## src/rtl/ysyx_23060184_ifu.sv

```systemverilog
// Instruction fetch unit: holds the PC, fetches one word per instruction over a
// valid/ready memory port and hands it to decode, then waits for writeback's next PC.
module ysyx_23060184_ifu #(
    parameter int                    DATA_WIDTH = 32,
    parameter logic [DATA_WIDTH-1:0] RESET_PC   = 32'h8000_0000,
    parameter int                    TIMEOUT    = 255
) (
    input  logic                  clk,
    input  logic                  rstn,
    input  logic                  Wvalid,
    input  logic [DATA_WIDTH-1:0] PCNext,
    output logic                  imem_req_valid,
    input  logic                  imem_req_ready,
    output logic [DATA_WIDTH-1:0] imem_addr,
    input  logic                  imem_rsp_valid,
    input  logic [DATA_WIDTH-1:0] imem_rsp_data,
    input  logic                  imem_rsp_err,
    output logic [DATA_WIDTH-1:0] inst,
    output logic [DATA_WIDTH-1:0] PC,
    output logic [DATA_WIDTH-1:0] PCPlus4,
    output logic                  Ivalid,
    input  logic                  Dready,
    output logic                  Ifault,
    output logic [31:0]           fetch_cnt
);

    localparam logic [DATA_WIDTH-1:0] NOP    = DATA_WIDTH'(32'h0000_0013);
    localparam logic [7:0]            TO_MAX = 8'(TIMEOUT);

    typedef enum logic [1:0] {
        S_REQ  = 2'd0,
        S_WAIT = 2'd1,
        S_HOLD = 2'd2,
        S_IDLE = 2'd3
    } state_t;

    state_t                r_state;
    state_t                w_next;
    logic [DATA_WIDTH-1:0] r_pc;
    logic [DATA_WIDTH-1:0] r_inst;
    logic                  r_fault;
    logic [7:0]            r_tcnt;
    logic [31:0]           r_fetch_cnt;

    logic                  w_timeout;
    logic                  w_misaligned;
    logic                  w_rsp_take;
    logic                  w_dec_take;
    logic                  w_wb_take;

    // Timeout fires on the TIMEOUT-th WAIT cycle without a response.
    assign w_timeout    = (r_tcnt + 8'd1) == TO_MAX;
    assign w_misaligned = PCNext[1:0] != 2'b00;

    assign w_rsp_take = (r_state == S_WAIT) && imem_rsp_valid;
    assign w_dec_take = (r_state == S_HOLD) && Dready;
    assign w_wb_take  = (r_state == S_IDLE) && Wvalid;

    always_ff @(posedge clk or negedge rstn) begin
        if (!rstn) begin
            r_state <= S_REQ;
        end else begin
            r_state <= w_next;
        end
    end

    always_comb begin
        w_next = r_state;
        case (r_state)
            S_REQ: begin
                if (imem_req_ready) begin
                    w_next = S_WAIT;
                end
            end
            S_WAIT: begin
                if (imem_rsp_valid || w_timeout) begin
                    w_next = S_HOLD;
                end
            end
            S_HOLD: begin
                if (Dready) begin
                    w_next = S_IDLE;
                end
            end
            S_IDLE: begin
                // A misaligned target never reaches memory; it is reported as a fault.
                if (Wvalid) begin
                    w_next = w_misaligned ? S_HOLD : S_REQ;
                end
            end
            default: w_next = S_REQ;
        endcase
    end

    always_comb begin
        imem_req_valid = 1'b0;
        Ivalid         = 1'b0;
        case (r_state)
            S_REQ:   imem_req_valid = 1'b1;
            S_HOLD:  Ivalid         = 1'b1;
            default: begin
            end
        endcase
    end

    always_ff @(posedge clk or negedge rstn) begin
        if (!rstn) begin
            r_pc <= RESET_PC;
        end else if (w_wb_take) begin
            r_pc <= PCNext;
        end
    end

    always_ff @(posedge clk or negedge rstn) begin
        if (!rstn) begin
            r_inst  <= NOP;
            r_fault <= 1'b0;
        end else if (w_rsp_take) begin
            r_inst  <= imem_rsp_data;
            r_fault <= imem_rsp_err;
        end else if (((r_state == S_WAIT) && w_timeout) || (w_wb_take && w_misaligned)) begin
            r_inst  <= NOP;
            r_fault <= 1'b1;
        end
    end

    always_ff @(posedge clk or negedge rstn) begin
        if (!rstn) begin
            r_tcnt <= 8'd0;
        end else if ((r_state == S_REQ) && imem_req_ready) begin
            r_tcnt <= 8'd0;
        end else if ((r_state == S_WAIT) && !imem_rsp_valid && !w_timeout) begin
            r_tcnt <= r_tcnt + 8'd1;
        end
    end

    always_ff @(posedge clk or negedge rstn) begin
        if (!rstn) begin
            r_fetch_cnt <= 32'd0;
        end else if (w_dec_take) begin
            r_fetch_cnt <= r_fetch_cnt + 32'd1;
        end
    end

    assign imem_addr = r_pc;
    assign PC        = r_pc;
    assign PCPlus4   = r_pc + DATA_WIDTH'(4);
    assign inst      = r_inst;
    assign Ifault    = r_fault;
    assign fetch_cnt = r_fetch_cnt;

endmodule

```

## config.mk

```make
export PLATFORM = sky130hd
export DESIGN_NAME = ysyx_23060184_ifu
export DESIGN_NICKNAME = d
export VERILOG_FILES = /design/src/rtl/ysyx_23060184_ifu.sv
export SDC_FILE = /design/constraint.sdc
export NUM_CORES = 1
export LEC_CHECK = 0
export BUFFER_PORTS_ARGS = -buffer_cell sky130_fd_sc_hd__buf_4
export CAP_MARGIN = 30
export CORE_UTILIZATION = 30
export DETAILED_ROUTE_END_ITERATION = 16
export MAX_ROUTING_LAYER = met4
export SYNTH_ARGS = -nofsm -noshare
export SYNTH_HDL_FRONTEND = slang
export SYNTH_SLANG_ARGS = --single-unit
```

## constraint.sdc

```tcl
create_clock -name clk -period 2.7 [get_ports clk]
set_clock_uncertainty 0.2 [all_clocks]
set_input_delay 0.27 -clock clk [delete_from_list [all_inputs] [get_ports clk]]
set_output_delay 0.27 -clock clk [all_outputs]
set_load 0.02 [all_outputs]
```

# Yosys cells after proc, flatten, opt, wreduce, memory -nomap -nowiden
# Cells that the tools add are included.
[word_totals]
reg_bits = 107
out_inout_bits = 163
elab_cells = 48
[op_classes]
addsub = 3
eq_ne = 8
muxes = 14
reduce_logical = 17
[op_table]
columns = ["operator", "n"]
rows = [
  ["$mux W32", 2],
  ["$add A32 B1 Y32 const B", 1],
  ["$add A32 B3 Y32 const B", 1],
  ["$mux W8", 2],
  ["$mux W2", 5],
  ["$add A8 B1 Y8 const B", 1],
  ["$eq A8 B8 Y1 const B", 1],
  ["$logic_and A1 B1 Y1", 8],
  ["$ne A2 B2 Y1 const B", 4],
  ["$pmux W2 S4", 1],
  ["$reduce_bool A2 Y1", 3],
  ["$eq A2 B2 Y1 const B", 2],
  ["$mux W1", 4],
  ["$reduce_and A4 Y1", 1],
  ["$eq A2 B1 Y1 const B", 1],
  ["$logic_not A1 Y1", 2],
  ["$logic_not A2 Y1", 1],
  ["$logic_or A1 B1 Y1", 2],
]

# Depth between registers and ports, before layout
# Gate-level depths: netlist (run 1).
[logic_depth]
ltp_word = 6
mapped_depth = 9
depth_no_buf = 7

# Worst setup path after synthesis (run 1)
# OpenSTA, ideal clock, no wires.
[synth_timing]
path_type = "register to output"
start = "reg r_pc[9] (netlist: PC[9])"
end = "out PCPlus4[24]"
arrival_time_ns = 1.843
path_slack_ns = 0.387
path_stages_with_launch = 7
n_path_buf = 1
cell_sequence = "dfrtp_1 and4_1 and4_1 buf_2 nand2_1 nor3_1 xor2_1"
[synth_via]
elab_chain_cells = 1
[synth_rtl]
columns = ["item", "line", "rtl"]
rows = [
  ["from (decl)", "39", "logic [DATA_WIDTH-1:0] r_pc;"],
  ["from (signal assigned)", "110", "r_pc <= PCNext;"],
  ["$add A32 B3 Y32", "147", "assign PCPlus4 = r_pc + DATA_WIDTH'(4);"],
  ["to (decl)", "20", "output logic [DATA_WIDTH-1:0] PCPlus4,"],
]
# Every way passes these cells.

# Final worst setup path (run 1)
[layout_timing]
start = "reg r_pc[6] (netlist: PC[6])"
end = "out PCPlus4[25]"
# Same word-level chain as after synthesis.

==> results of run 1 <==
-- stage by stage --
step	hold WS, ps	cells
finish	36.87	935
global route	49.39	935
CTS	28.80	935
detailed placement	134.1	853
global placement	120.2	853
floorplan	-225.6	440
-- final cells by class --
cell class,count,area (um2),share of cell area (%)
multi-input combinational,280,2135,26.99
timing repair buffer,308,2490,31.48
sequential,107,2693,34.05
clock buffer,10,229.0,2.895
inverter,4,15.01,0.1898
tap,220,275.3,3.480
clock inverter,6,72.57,0.9176
-- power by group through the flow --
stage	Sequential [mW]	Clock, mW	Combinational, mW
6_report	2.91	1.35	4.56
5_1_grt	3.02	1.46	4.82
4_1_cts	2.90	1.40	4.59
3_5_place_dp	2.91	0	4.52
3_3_place_gp	2.88	0	4.48
2_1_floorplan	3.41	0	2.22
-- final timing paths --
check	slack, ps	to
max	140	PCPlus4[25]
min	40	r_state[0]
max reg2reg	480	inst[20]
min reg2reg	270	fetch_cnt[31]
max in group asynchronous	1210	inst[0]
min in group asynchronous	280	PC[6]
-- metal layers --
layer  up-vias  GRT usage, %
met5         -             -
met4         0         6.450
met3        19         2.989
met2       150         27.69
met1      2153         20.22
li1       2063             -
-- cell usage after synthesis (all sizes together) --
| master | number | area (um2) |
|---|---|---|
| dfrtp | 103 | 2577 |
| xnor2 | 43 | 376.6 |
| buf | 41 | 296.5 |
| nand3 | 36 | 180.2 |
| mux2 | 33 | 371.6 |
| nand2 | 31 | 116.4 |
| a22o | 30 | 262.8 |
| xor2 | 18 | 157.7 |
| nor2 | 16 | 60.06 |
| nand4 | 13 | 96.34 |
| and4 | 11 | 96.34 |
| clkbuf | 8 | 30.03 |
| and3 | 7 | 43.79 |
| nor3 | 7 | 46.30 |
| dfstp | 4 | 105.1 |
| ha | 4 | 50.05 |
| inv | 4 | 15.01 |
| o22a | 4 | 35.03 |
| a21o | 3 | 22.52 |
| nor2b | 3 | 18.77 |
| or3 | 3 | 18.77 |
| a21oi | 2 | 10.01 |
| and2 | 2 | 12.51 |
| mux2i | 2 | 20.02 |
| nor4 | 2 | 42.54 |
| o21ai | 2 | 10.01 |
| o311ai | 2 | 17.52 |
| nand2b | 1 | 6.260 |
| nand3b | 1 | 20.02 |
| o211ai | 1 | 7.510 |
| o41ai | 1 | 8.760 |
| or2 | 1 | 6.260 |
| or3b | 1 | 11.26 |
-- kinds of logic (layout without fill, tap and decap cells) --
| group | Yosys count | in the layout | synth area share (%) |
|---|---|---|---|
| XOR/XNOR | 61 | 61 | 10.37 |
| AND/OR/NAND/NOR | 135 | 135 | 15.06 |
| AO/OA/AOI/OAI | 45 | 45 | 7.264 |
| adder cells (fa/ha/maj) | 4 | 4 | 0.9719 |
| multiplexers | 35 | 35 | 7.605 |
| buffers and inverters | 53 | 328 | 6.633 |
| flip-flops | 107 | 107 | 52.09 |
-- state kept, by name, summed over array words and instances, names as in the netlist --
signal and cells:
PC 32, fetch_cnt 32, r_state 2, Ifault 1, inst 32, r_tcnt 8
-- worst min-delay path: stages --
cell and delay (ps):
buf_4 110, o211ai_1 90, nand3_1 80
-- what timing repair did --
action / CTS / global route
endpoints found under the hold margin: 108 / 0
resized for setup: 0 / 11
hold buffers: 66 / 0
buffers inserted: 0 / 0
endpoints found under the setup margin: 0 / 10
==> flow_metrics.tcl, run 1 <==
set metrics [dict create \
    status "finished, final reports clean" \
    final_util_pct 47.36 \
    placedInstanceArea_mm2 0.006932 \
    p_int_mw 5.097 \
    synth_nets 515 \
    pwr-share-clk_pct 15.3 \
    start_util_pct 30.84 \
    worst-path-stages 6 \
    dr_wl_met2_um 7096 \
    synth_area_mm2 0.005150 \
    drt_drc_violations_left 0 \
    r2r_start "r_tcnt[0]" \
    critPathArrivalTime_ps 2090 \
    finalCritPeriodShare_pct 94.77 \
    total_power_mw 8.822 \
    worstMarginPinSlew_ps 605.7 \
    grt_setup_unrepaired "false" \
    drive_above_1_share_pct 43.78 \
    syn_avg_cell_area_um2 11.70 \
    cp_max_fo 6 \
    timing.final.hold_violations 0 \
    cts_buffer_depth 2 \
    layout.filler_cells 1592 \
    post-route-min-period_ps 2559 \
    worst-path-buf-inv 1 \
    die_h_um 133.0 \
    ir_drop_mv 0.5417 \
    io_pins 234 \
    hold_path.class "in2reg" \
    nNetsFinal 785 \
    switching_power_mw 3.724 \
    synth-seq-cells 107 \
    antenna_cells 0 \
    fmax_mhz 390.8 \
    numPortBuffers 233 \
    firstDrtPassIters 4 \
    tns_ps 0 \
    drv_slew 0 \
    crit_chain "and4_1 > and4_2 > nand2_1 > nor3_1 > xor2_1 > buf_4" \
    clkLatencyLatePin_ps 350 \
    syn_to_final_growth_pct 53.57 \
    m1WireLength_um 5979 \
    leakagePower_nw 3.801 \
    final_cell_mix "buf_4, dfrtp_1, dlygate4sd3_1" \
    crit_type "reg2out" \
    cts_buffers 9 \
    cts_tree "yes" \
    yosys_warnings 0 \
    crit_family "simple AND/OR/NAND/NOR gates" \
    routed.top_layer "met4" \
    ant_nets 0 \
    maxCapViolations 0 \
    required_ps 2230 \
    grt_max_degree 47 \
    worstSetupStartpointType "flip-flop" \
    clkTransAtPathRegs_ps 70 \
    powerDensity_mw_per_mm2 1115 \
    cts_sinks 107 \
    min_from "Dready" \
    placementRows 47 \
    synth_cell_types 37 \
    die_width_um 133.0 \
    slew_headroom_pct 59.62 \
    switching_share_pct 42.22 \
    drt_iter0_drc 188 \
    fp.coreArea_mm2 0.01670 \
    setup_viol 0 \
    power_frac_comb_pct 51.7 \
    grt_overflow 0 \
    cts_max_level 3 \
    final_common_cell "buf_4" \
    fin_ws_ps 141.1 \
    root_buffer "clkbuf_16" \
    gp_congestion 0.8186 \
    vias 4385 \
    crit_path_end_kind "output port" \
    via_per_inst 4.690 \
    pwr-share-seq_pct 33.0 \
    drt-wirelength-per-cell_um 14.99 \
    wl_um 14020 \
    yosysSeqAreaShare_pct 52.09 \
    grt_antenna_before_repair 0 \
    track_usage_pct 16.73 \
    rr_worst_depth 7 \
    critical_path.startpoint "PC[6]" \
    syn-instance-count 440 \
    wl_met3_um 680 \
    dp_hpwl_um 9991 \
    slowest_stage "dfrtp_1" \
    grt_first_pass_wirelength_um 22710 \
    hold_depth 3 \
    grt_pass1_vias 4383 \
    place_ws_ps 395.2 \
    critPathMaxStageDelay_ps 440 \
    die-area_mm2 0.01769 \
    fin_area_mm2 0.007909 \
]
Note: power is estimated with default switching activity, not from simulation.
==> run 2: changes to the inputs <==
Settings changed: CTS_BUF_LIST set to sky130_fd_sc_hd__clkbuf_16.
==> run 2 against run 1 <==
  * Wire length fell by 0.14%
  * Sequential share of layout area did not move
  * Total power barely moved
  * Hold slack barely moved
  * Critical path type unchanged
  * Highest routed layer unchanged
==> flow_metrics.tcl, run 2 (synthesis results as in run 1) <==
set metrics [dict create \
    p_int_mw 5.093 \
    powerDensity_mw_per_mm2 1115 \
    gp_congestion 0.8186 \
    cp_max_fo 6 \
    power_frac_comb_pct 51.7 \
    clkLatencyLatePin_ps 350 \
    pwr-share-seq_pct 33.0 \
    switching_share_pct 42.22 \
    fp.coreArea_mm2 0.01670 \
    grt_max_degree 47 \
    antenna_cells 0 \
    drt_iter0_drc 186 \
    root_buffer "clkbuf_16" \
    firstDrtPassIters 4 \
    drive_above_1_share_pct 43.78 \
    tns_ps 0 \
    leakagePower_nw 3.806 \
    cts_buffer_depth 2 \
    cts_buffers 9 \
    grt_pass1_vias 4383 \
    syn_to_final_growth_pct 53.57 \
    grt_overflow 0 \
    post-route-min-period_ps 2559 \
    slew_headroom_pct 59.61 \
    dp_cells 853 \
    rr_worst_depth 7 \
    required_ps 2230 \
    clkTransAtPathRegs_ps 70 \
    grt_antenna_before_repair 0 \
    nNetsFinal 785 \
    numPortBuffers 233 \
    pwr-share-clk_pct 15.3 \
    start_util_pct 30.84 \
    status "finished, final reports clean" \
    final_cell_mix "buf_4, dfrtp_1, dlygate4sd3_1" \
    reg2reg_to "inst[20]" \
    track_usage_pct 16.73 \
    min_from "Dready" \
    fmax_mhz 390.8 \
    dp_hpwl_um 9991 \
    worstSetupStartpointType "flip-flop" \
    finalCritPeriodShare_pct 94.76 \
    r2r_slack_ps 470 \
    drt-wirelength-per-cell_um 14.97 \
    layout.filler_cells 1592 \
    critical_path.startpoint "PC[6]" \
    drt_drc_violations_left 0 \
    grt_first_pass_wirelength_um 22710 \
    die-area_mm2 0.01769 \
    vias 4393 \
    cts_tree "yes" \
    timing.final.hold_violations 0 \
    hold_depth 3 \
    ant_nets 0 \
    cts_max_level 3 \
    cts_sinks 107 \
    crit_type "reg2out" \
    final_common_cell "buf_4" \
    die_width_um 133.0 \
    crit_chain "and4_1 > and4_2 > nand2_1 > nor3_1 > xor2_1 > buf_4" \
    slowest_stage "dfrtp_1" \
    io_pins 234 \
    via_per_inst 4.698 \
    die_h_um 133.0 \
    switching_power_mw 3.722 \
    crit_path_end_kind "output port" \
    maxCapViolations 0 \
    critPathMaxStageDelay_ps 440 \
    hold_path.class "in2reg" \
    worstMarginPinSlew_ps 605.9 \
    grt_setup_unrepaired "false" \
    layout.cells.non_filler 935 \
    min_to "r_state[0]" \
    placementRows 47 \
    setup_viol 0 \
    drv_slew 0 \
    r2r_start "r_tcnt[0]" \
    wl_um 14000 \
    ir_drop_mv 0.5417 \
    critPathArrivalTime_ps 2090 \
]
[run 2: metal layers]
metal / vias up / global-route usage (%) / part of all wire, %
li1: 2061 / - / -
met1: 2158 / 20.22 / 42
met2: 155 / 27.69 / 51
met3: 19 / 2.989 / 5.0
met4: 0 / 6.450 / 1.9
met5: - / - / 0
[run 2: worst max path at each step]
stage                   to  slack (ps)  depth (start not counted)
3_5_place_dp   PCPlus4[25]         400                          6
5_1_grt        PCPlus4[25]           9                          6
4_1_cts        PCPlus4[25]          10                          6
3_3_place_gp   PCPlus4[25]         470                          6
6_report       PCPlus4[25]         140                          6
2_1_floorplan  PCPlus4[24]         390                          6
[run 2: power groups by stage]
| stage | clock, mW | sequential, mW | combinational (mW) |
|---|---|---|---|
| finish | 1.35 | 2.91 | 4.56 |
| global route | 1.46 | 3.02 | 4.82 |
| CTS | 1.39 | 2.90 | 4.59 |
| detailed placement | 0 | 2.91 | 4.52 |
| global placement | 0 | 2.88 | 4.48 |
| floorplan | 0 | 3.41 | 2.22 |
[run 2: cell type report]
type | instances | area [um2] | area share [%]
Tap cell | 220 | 275.3 | 3.480
Clock buffer | 9 | 225.2 | 2.848
Timing Repair Buffer | 308 | 2490 | 31.48
Multi-Input combinational cell | 280 | 2135 | 26.99
Clock inverter | 7 | 76.32 | 0.9650
Sequential cell | 107 | 2693 | 34.05
Inverter | 4 | 15.01 | 0.1898
[run 2: per-stage QoR]
step / utilization, % / cell area (um2) / hold slack (ps) / power (mW) / worst slack [ps]
detailed placement: 41.50 / 6932 / 134.1 / 7.434 / 395.2
CTS: 47.27 / 7894 / 28.80 / 8.886 / 11.04
floorplan: - / 5150 / -225.6 / 5.625 / 386.8
global placement: 41.50 / 6932 / 120.2 / 7.358 / 469.8
global route: 47.36 / 7909 / 49.39 / 9.303 / 9.354
finish: 47.36 / 7909 / 37.23 / 8.815 / 141.3
[run 2: repair_timing]
| action | CTS | global route |
|---|---|---|
| endpoints found under the setup margin | 0 | 10 |
| endpoints found under the hold margin | 108 | 0 |
| buffers inserted | 0 | 0 |
| resized for setup | 0 | 11 |
| hold buffers | 66 | 0 |
[run 2: worst max-delay path, delay by kind of cell, from the launching register on]
kind | cells | cell delay [ps]
buffers and inverters | 1 | 160
flip-flops | 1 | 440
AND/OR/NAND/NOR | 4 | 940
XOR/XNOR | 1 | 190
